## src/rtl/data_mem_access_ctrl.sv

```systemverilog
// ============================================================================
// data_mem_access_ctrl
// ----------------------------------------------------------------------------
// Front end between the CPU memory stage and the data-memory block RAM
// wrapper. One load or store is accepted per valid/ready handshake. The
// address, data and enables are registered into the RAM, the RAM's fixed read
// latency is absorbed, and the result comes back on a response channel that
// holds until it is consumed. Word addresses beyond the implemented RAM depth
// are answered with a fault and never touch the RAM.
//
// Parameters
//   ADDR_W     implemented word-address bits (RAM depth = 2^ADDR_W words)
//   RD_LAT     RAM read latency in cycles (1 or 2)
//
// Ports
//   Clock      system clock, rising edge
//   Reset      synchronous, active-low reset
//   Req_Valid  request present             Req_Ready   request accepted now
//   Req_Write  1 = store, 0 = load         Req_Addr    word address
//   Req_WData  store data
//   Resp_Valid response present (held)     Resp_Ready  consumer takes it
//   Resp_RData load data (0 otherwise)     Resp_Fault  address out of range
//   Mem_Addr   RAM word address            Mem_En_W    RAM write enable
//   Mem_En_R   RAM read enable             Mem_Data_W  RAM write data
//   Mem_Data_R RAM read data
// ============================================================================
module data_mem_access_ctrl #(
   parameter int ADDR_W = 10,
   parameter int RD_LAT = 1
) (
   input  logic        Clock,
   input  logic        Reset,
   input  logic        Req_Valid,
   output logic        Req_Ready,
   input  logic        Req_Write,
   input  logic [29:0] Req_Addr,
   input  logic [31:0] Req_WData,
   output logic        Resp_Valid,
   input  logic        Resp_Ready,
   output logic [31:0] Resp_RData,
   output logic        Resp_Fault,
   output logic [29:0] Mem_Addr,
   output logic        Mem_En_W,
   output logic        Mem_En_R,
   output logic [31:0] Mem_Data_W,
   input  logic [31:0] Mem_Data_R
);

   typedef enum logic [1:0] {IDLE, ISSUE, WAIT, RESP} state_t;

   state_t      state_q,     state_d;
   logic [1:0]  latCnt_q,    latCnt_d;
   logic        respValid_q, respValid_d;
   logic [31:0] respRData_q, respRData_d;
   logic        respFault_q, respFault_d;
   logic [29:0] memAddr_q,   memAddr_d;
   logic        memEnW_q,    memEnW_d;
   logic        memEnR_q,    memEnR_d;
   logic [31:0] memDataW_q,  memDataW_d;

   logic accept;
   logic inRange;

   // Ready is the only combinational output; it is forced low during reset so
   // nothing is handshaken on a cycle whose state is about to be discarded.
   assign Req_Ready = (state_q == IDLE) && Reset;
   assign accept    = Req_Valid && Req_Ready;

   // Any address bit above the implemented RAM depth marks the request as a
   // fault.
   assign inRange = (Req_Addr >> ADDR_W) == 30'd0;

   // State and output registers. Reset clears everything, which also drops
   // any in-flight request without producing a response for it.
   always_ff @(posedge Clock) begin
      if (!Reset) begin
         state_q     <= IDLE;
         latCnt_q    <= '0;
         respValid_q <= 1'b0;
         respRData_q <= '0;
         respFault_q <= 1'b0;
         memAddr_q   <= '0;
         memEnW_q    <= 1'b0;
         memEnR_q    <= 1'b0;
         memDataW_q  <= '0;
      end else begin
         state_q     <= state_d;
         latCnt_q    <= latCnt_d;
         respValid_q <= respValid_d;
         respRData_q <= respRData_d;
         respFault_q <= respFault_d;
         memAddr_q   <= memAddr_d;
         memEnW_q    <= memEnW_d;
         memEnR_q    <= memEnR_d;
         memDataW_q  <= memDataW_d;
      end
   end

   // Next-state logic. The RAM enables default to 0 so each one is a single
   // cycle pulse during ISSUE; address and write data otherwise hold their last
   // values, because only the enables qualify them. The enable registered on
   // accept doubles as the captured store/load flag once in ISSUE.
   always_comb begin
      state_d     = state_q;
      latCnt_d    = latCnt_q;
      respValid_d = respValid_q;
      respRData_d = respRData_q;
      respFault_d = respFault_q;
      memAddr_d   = memAddr_q;
      memEnW_d    = 1'b0;
      memEnR_d    = 1'b0;
      memDataW_d  = memDataW_q;

      case (state_q)
         IDLE: begin
            if (accept) begin
               if (inRange) begin
                  state_d   = ISSUE;
                  memAddr_d = Req_Addr;
                  if (Req_Write) begin
                     memEnW_d   = 1'b1;
                     memDataW_d = Req_WData;
                  end else begin
                     memEnR_d = 1'b1;
                  end
               end else begin
                  state_d     = RESP;
                  respValid_d = 1'b1;
                  respFault_d = 1'b1;
                  respRData_d = '0;
               end
            end
         end

         ISSUE: begin
            if (memEnW_q) begin
               state_d     = RESP;
               respValid_d = 1'b1;
               respFault_d = 1'b0;
               respRData_d = '0;
            end else begin
               state_d  = WAIT;
               latCnt_d = 2'(RD_LAT);
            end
         end

         // The counter reaches 1 in exactly the cycle the RAM's read data is
         // valid, which is when it gets captured into the response.
         WAIT: begin
            if (latCnt_q == 2'd1) begin
               state_d     = RESP;
               latCnt_d    = '0;
               respValid_d = 1'b1;
               respFault_d = 1'b0;
               respRData_d = Mem_Data_R;
            end else begin
               latCnt_d = latCnt_q - 2'd1;
            end
         end

         RESP: begin
            if (Resp_Ready) begin
               state_d     = IDLE;
               respValid_d = 1'b0;
               respFault_d = 1'b0;
               respRData_d = '0;
            end
         end

         default: state_d = IDLE;
      endcase
   end

   assign Resp_Valid = respValid_q;
   assign Resp_RData = respRData_q;
   assign Resp_Fault = respFault_q;
   assign Mem_Addr   = memAddr_q;
   assign Mem_En_W   = memEnW_q;
   assign Mem_En_R   = memEnR_q;
   assign Mem_Data_W = memDataW_q;

endmodule

```

## config.mk

```make
export PLATFORM = sky130hd
export DESIGN_NAME = data_mem_access_ctrl
export DESIGN_NICKNAME = d
export VERILOG_FILES = /design/src/rtl/data_mem_access_ctrl.sv
export SDC_FILE = /design/constraint.sdc
export NUM_CORES = 1
export LEC_CHECK = 0
export CAP_MARGIN = 40
export CORE_MARGIN = 2
export CORE_UTILIZATION = 31
export DETAILED_ROUTE_END_ITERATION = 12
export SYNTH_ARGS = -nofsm -noshare
export SYNTH_HDL_FRONTEND = slang
export SYNTH_SLANG_ARGS = --single-unit
```

## constraint.sdc

```tcl
create_clock -name Clock -period 2.55 [get_ports Clock]
set_clock_uncertainty 0.2 [all_clocks]
set_input_delay 0.51 -clock Clock [delete_from_list [all_inputs] [get_ports Clock]]
set_output_delay 0.51 -clock Clock [all_outputs]
set_load 0.02 [all_outputs]
```

==> summary.txt, run 1 <==
Run status
  • Status: finished, final reports clean

Logic synthesis
  • Top_reg_cell synth: dfxtp_1
  • Count leader, synth: dfxtp_1
  • Yosys reg bits: 102
  • Synth top area share: 51.0%
  • Mapped Area: 0.00401 mm^2
  • Synth Instances: between 400 and 500
  • Sequential-to-total area share from yosys stat: 51.0%
  • Post-synth top cells: dfxtp_1 (102), nand3_1 (75), o21ai_0 (45)
  • Yosys warning count: 0
  • Netlist cell types: 35
  • Mapped Nets: 546
  • Dominant cells by area after synthesis: dfxtp_1 (51%), nand3_1 (9.4%), mux2i_1 (8.5%)
  • Number of synthesized flops with an enable pin: 0
  • FFs w/ async S/R, synth: 0%
  • Synth Area per Inst: between 9 and 10 um^2
  • Cell taking the most area after synthesis: dfxtp_1

Die
  • Core Region: about 0.013 mm^2
  • Initial Util: between 30% and 40%
  • Die Width: 118 um
  • Num rows: 41
  • Die area: 0.0138 mm^2
  • Die Y: 118 um
  • I/O pin cnt: 198

Setup path
  • Capturing element type of the critical path: primary output
  • R2R Setup Slk: ~0.21 ns
  • Worst-path fanout max: 5
  • Critical path required time: ~1.8 ns
  • FF-to-FF path depth: 7
  • Critical R2R Launch: state_q[0]
  • Worst EP arrival: between 1.5 and 2 ns
  • Crit path from: state_q[0]
  • Worst setup path end: Req_Ready
  • Worst r2r dst: Resp_RData[3]
  • Critical Path Start Type: flop
  • Crit path kind: flop to primary output

Power and ir drop
  • P per Cell Area: 667 mW/mm^2
  • Leak: ~2.3 nW
  • VDD IR max: 447 uV
  • Total power: between 0.004 and 0.005 W

Global routing
  • Vias in the first global route: a little under 4000
  • GR Util All Layers: 17.6%
  • First-pass GRT wire length: 19800 um
  • GRT Residual Overflow: 0
  • Largest net degree at the start of global routing: 45
  • Initial antenna violation count: 0

Timing
  • Fin. max-slew vios: 0
  • Fmax: roughly 0.43 GHz
  • Final hold viol count: 0
  • Final hold slack: 0.256 ns
  • Slew headroom: 74.2%
  • Slew @ Worst Pin: ~0.39 ns
  • Period minus WS final: 2.34 ns
  • Setup tns final: 0 ns
  • RSZ-0062 raised after global routing: no
  • Final period util: 91.9%
  • Final setup violation count: 0

Placed design
  • Placed cells: 787
  • I/O Buffers: 197
  • Post-Place Cell Area: 0.00617 mm^2
  • Post-DP HPWL: roughly 8700 um
  • RePlAce Congestion: 0.726

CTS
  • Post-CTS setup buffer count: 0
  • CTS tree: done
  • Clk slew on worst S/H paths: 0.06 ns
  • Inserted Clock Buffers: 9
  • Root Driver: clkbuf_16
  • H-tree Lvls: 3
  • Sink Count: 102
  • Clk Latency, worst-skew pair: 0.34 ns
  • CTS max path bufs: 2

Route
  • Antenna Violating Nets Remaining: 0
  • WL final: 12500 um
  • DR iter-0 viols: around 240
  • Drt wl/cell: 15.5 um
  • DR vias: 3909
  • Vias per cell: 4.87
  • DRC: 0
  • DRT Pass-1 Iters: 4

Cells and area
  • Final instance area: around 0.0065 mm^2
  • Nets: 731
  • Diode count: 0
  • Share of layout cells above drive strength 1: approximately 6.7%
  • Layout Cells excl Fill: 802
  • Area growth, synth to finish: 61.4%

Min path
  • Hold/Removal Path Class: flop to flop

Job
  • Maxcap violations: 0
worst min-delay path by stage:
stage	start	slack (ns)	endpoint	cells after the start
finish	Resp_RData[19]	0.26	Resp_RData[19]	2
global route	Resp_Valid	0.28	Resp_Valid	2
CTS	Resp_RData[19]	0.26	Resp_RData[19]	2
detailed placement	Resp_RData[19]	0.25	Resp_RData[19]	2
global placement	Resp_RData[17]	0.24	Resp_RData[17]	2
floorplan	latCnt_q[1]	0.25	latCnt_q[1]	2
where the power goes:
| part | switching (W) | internal [W] |
|---|---|---|
| clock network | 0.000585 | 0.000779 |
| logic | 0.000594 | 0.000604 |
| registers | 0.0000620 | 0.00169 |
layer usage:
metal	up-vias	GRT usage, %	wire [um]
met1	1811	22.4	5640
met3	19	5.91	1060
met4	0	7.45	271
met5	-	0	0
met2	163	27.2	5480
li1	1916	-	-
what timing repair did:
action | 4_1_cts | 5_1_grt
endpoints found under the hold margin | 0 | 0
resized for setup | 2 | 0
endpoints found under the setup margin | 1 | 0
hold buffers | 0 | 0
worst max-delay path, stage by stage, from the launching register on:
cell	delay, ns
dfxtp_1	0.41
inv_1	0.12
ha_2	0.25
and2_2	0.18
dlygate4sd2_1	0.33
layout by cell type, fill, tap and decap left out, drive strengths merged:
cell type | Yosys | routed
and2b | 1 | 1
nor2b | 1 | 1
a311o | 1 | 1
o21bai | 1 | 1
or4 | 1 | 1
and2 | 1 | 1
nand2b | 1 | 1
dfxtp | 102 | 102
clkinvlp | 0 | 1
nand4 | 1 | 1
o21ai | 45 | 45
clkdlybuf4s50 | 0 | 195
clkbuf | 29 | 11
clkinv | 0 | 2
nand3 | 76 | 76
nor2 | 3 | 3
a21oi | 44 | 44
nor3 | 1 | 1
a221oi | 1 | 1
a221o | 1 | 1
mux2i | 34 | 34
buf | 12 | 19
nand2 | 41 | 41
ha | 6 | 6
bufinv | 0 | 1
and4 | 1 | 1
dlygate4sd2 | 0 | 1
nand3b | 1 | 1
a32oi | 1 | 1
inv | 6 | 6
a311oi | 1 | 1
and3 | 22 | 22
nor4 | 6 | 6
cell families (layout without fill, tap and decap cells):
group | after synthesis | count (layout) | synth area share, %
mux | 34 | 34 | 8.49
fa+ha+maj | 6 | 6 | 1.87
buf+inv | 47 | 236 | 6.12
simple gates | 157 | 157 | 19.9
compound gates | 95 | 95 | 12.6
flops | 102 | 102 | 51.0
cell type report:
cell class                 count  area (um^2)
tap                          172          215
fill                        1198         6150
timing repair buffer         215         2160
inverter                       6         22.5
sequential                   102         2040
multi-input combinational    292         1730
clock inverter                 4         47.5
clock buffer                  11          243
state kept, by name (all words and copies together), names as in the netlist:
register	cells
Mem_En_R	1
Mem_En_W	1
Mem_Addr	30
Mem_Data_W	32
Resp_RData	32
latCnt_q	2
Resp_Fault	1
Resp_Valid	1
state_q	2
through the flow:
step / util [%] / setup slack, ns
2_1_floorplan: - / 0.339
3_3_place_gp: 48.9 / -0.0131
3_5_place_dp: 48.9 / -0.111
4_1_cts: 51.2 / 0.191
5_1_grt: 51.2 / 0.108
6_report: 51.2 / 0.205
(Power assumes the default switching activity.)
==> inputs of run 2 (changes only) <==
Settings changed: SLEW_MARGIN set to 20.
==> results of run 2 <==
Same layout as run 1: the final DEF is identical, and so are final timing and power.
==> inputs of run 3 (changes only) <==
Settings changed: CORE_ASPECT_RATIO set to 2.
==> summary.txt, run 3 (same netlist as run 1, synthesis figures left out) <==
Run status
  • Status: finished, final reports clean (unchanged)

Die
  • Die Width: 84.4 um (was 118 um)
  • Initial Util: 31.7% (about the same)
  • Core Region: 0.0126 mm^2 (about the same)
  • Die area: 0.0139 mm^2 (was 0.0138 mm^2)
  • I/O pin cnt: 198 (unchanged)
  • Num rows: 58 (was 41)
  • Die Y: 165 um (was 118 um)

Route
  • WL met2: 6740 um (was 5480 um)
  • DRT Pass-1 Iters: 5 (was 4)
  • DR iter-0 viols: 124 (was 236)
  • Drt wl/cell: 15.7 um (was 15.5 um)
  • Routed wl met3: 815 um (was 1060 um)
  • Antenna Violating Nets Remaining: 0 (unchanged)
  • Vias per cell: 4.94 (was 4.87)
  • Wire length on met1: 4590 um (was 5640 um)
  • DRC: 0 (unchanged)
  • DR vias: 3857 (was 3909)
  • DR top layer: met4 (unchanged)
  • WL final: 12300 um (was 12500 um)

Global routing
  • First-pass GRT wire length: 19700 um (was 19800 um)
  • Initial antenna violation count: 0 (unchanged)
  • Largest net degree at the start of global routing: 91 (was 45)
  • Vias in the first global route: 4018 (was 3868)
  • GR Util All Layers: 17.5% (was 17.6%)
  • GRT Residual Overflow: 0 (unchanged)

Timing
  • PnR worst setup slack: 0.230 ns (was 0.205 ns)
  • Slew @ Worst Pin: 0.800 ns (was 0.387 ns)
  • RSZ-0062 raised after global routing: no (unchanged)
  • Final period util: 91.0% (was 91.9%)
  • Fmax: 0.431 GHz (was 0.426 GHz)
  • Final hold viol count: 0 (unchanged)
  • Fin. max-slew vios: 0 (unchanged)
  • Slew headroom: 46.7% (was 74.2%)
  • Period minus WS final: 2.32 ns (was 2.34 ns)
  • Final setup violation count: 0 (unchanged)

CTS
  • Sink Count: 102 (unchanged)
  • Post-CTS setup buffer count: 0 (unchanged)
  • Number of gates resized after cts: 2 (unchanged)
  • Root Driver: clkbuf_16 (unchanged)
  • CTS tree: done (unchanged)
  • Clk slew on worst S/H paths: 0.07 ns (was 0.06 ns)
  • H-tree Lvls: 3 (unchanged)
  • Clk Latency, worst-skew pair: 0.33 ns (was 0.34 ns)
  • CTS Hold Buffers Added: 0 (unchanged)
  • CTS max path bufs: 2 (unchanged)
  • Inserted Clock Buffers: 9 (unchanged)

Setup path
  • Critical R2R Launch: state_q[0] (unchanged)
  • Worst-path fanout max: 34 (was 5)
  • Crit path from: state_q[0] (unchanged)
  • Worst EP arrival: 2.38 ns (was 1.63 ns)
  • Critical Path Start Type: flop (unchanged)
  • Critical path required time: 2.61 ns (was 1.84 ns)
  • Crit path kind: flop to flop (was flop to primary output)
  • Capturing element type of the critical path: flop (was primary output)

Placed design
  • Post-DP HPWL: 9000 um (was 8690 um)
  • RePlAce Congestion: 0.780 (was 0.726)
  • Placed cells: 764 (was 787)
  • Pre-CTS WS: -0.0905 ns (was -0.111 ns)
  • I/O Buffers: 197 (unchanged)

Cells and area
  • Seq. cell area: 0.00204 mm^2 (unchanged)
  • Commonest non-fill, non-tap cell in the layout: clkdlybuf4s50_1 (unchanged)
  • Finished Core Util: 50.9% (was 51.2%)
  • Diode count: 0 (unchanged)
  • Nets: 730 (was 731)
  • Number of fill cells in the layout: 1220 (was 1198)
  • Layout Cells excl Fill: 780 (was 802)
  • Area of the multi-input gates: 0.00173 mm^2 (unchanged)
  • Share of layout cells above drive strength 1: 6.83% (was 6.67%)
  • Commonest non-fill, non-tap cells in the layout: clkdlybuf4s50_1 (195), dfxtp_1 (102), nand3_1 (75) (unchanged)
  • Area growth, synth to finish: 60.5% (was 61.4%)

Power and ir drop
  • Sw frac: 28.9% (was 28.8%)
  • Cell Int Power: 0.00309 W (was 0.00307 W)
  • Sequential fraction of design power: 40.2% (was 40.6%)
  • Leak: 2.32 nW (about the same)
  • Clock power frac: 32.6% (was 31.6%)
  • VDD IR max: 625 uV (was 447 uV)
  • P per Cell Area: 677 mW/mm^2 (was 667 mW/mm^2)
  • Total power: 0.00435 W (was 0.00431 W)
  • Switching Power: 0.00126 W (was 0.00124 W)
  • Logic gate share of total power: 27.2% (was 27.8%)

Job
  • Maxcap violations: 0 (unchanged)

Min path
  • Hold Startpoint: Resp_RData[9] (was Resp_RData[19])
  • Hold/Removal Path Class: flop to flop (unchanged)
run 3: changes by cell type in the layout (fill, tap and decap cells not counted):
cell,before,now
clkinv_2,2,0
buf_4,13,14
clkinvlp_4,1,0
buf_12,5,3
clkinv_4,0,3
inv_6,0,1
clkbuf_1,1,0
inv_8,0,1
run 3: path summary, 6_finish.rpt:
kind / slack (ns) / depth (start not counted) / to
max reg2reg: 0.23 / 7 / Resp_RData[5]
min reg2reg: 0.26 / 2 / Resp_RData[9]
min: 0.26 / 2 / Resp_RData[9]
max: 0.23 / 7 / Resp_RData[5]
run 3: power groups by stage:
stage          clock (W)  combinational, W  sequential [W]
2_1_floorplan          0          0.000755         0.00186
3_3_place_gp           0           0.00117         0.00178
3_5_place_dp           0           0.00120         0.00179
4_1_cts          0.00147           0.00120         0.00175
5_1_grt          0.00153           0.00128         0.00176
6_report         0.00142           0.00118         0.00175
run 3: area by class of cell:
cell class,count,share of cell area [%]
Clock buffer,10,3.72
Timing Repair Buffer,214,33.1
Inverter,6,0.350
Sequential cell,102,31.8
Tap cell,150,2.92
Multi-Input combinational cell,292,26.9
Clock inverter,6,1.19
run 3: per-stage QoR:
step / cell area (um^2) / hold WS, ns / TNS (ns)
final: 6430 / 0.258 / 0
after global routing: 6430 / 0.279 / 0
after CTS: 6430 / 0.261 / 0
after detailed placement: 6110 / 0.249 / -2.68
after global placement: 6110 / 0.241 / -0.676
after floorplan: 4010 / 0.254 / 0
run 3: layer usage:
layer  track usage [%]  up-vias
li1                  -     1919
met1              18.2     1785
met2              33.9      142
met3              5.00       11
met4              4.40        0
met5                 0        -
run 3: critical path: stages (launching register included):
cell,delay (ns)
dfxtp_1,0.34
inv_1,0.14
ha_2,0.26
nand3_2,0.09
a221o_1,0.34
a311oi_4,0.32
buf_12,0.29
mux2i_1,0.23
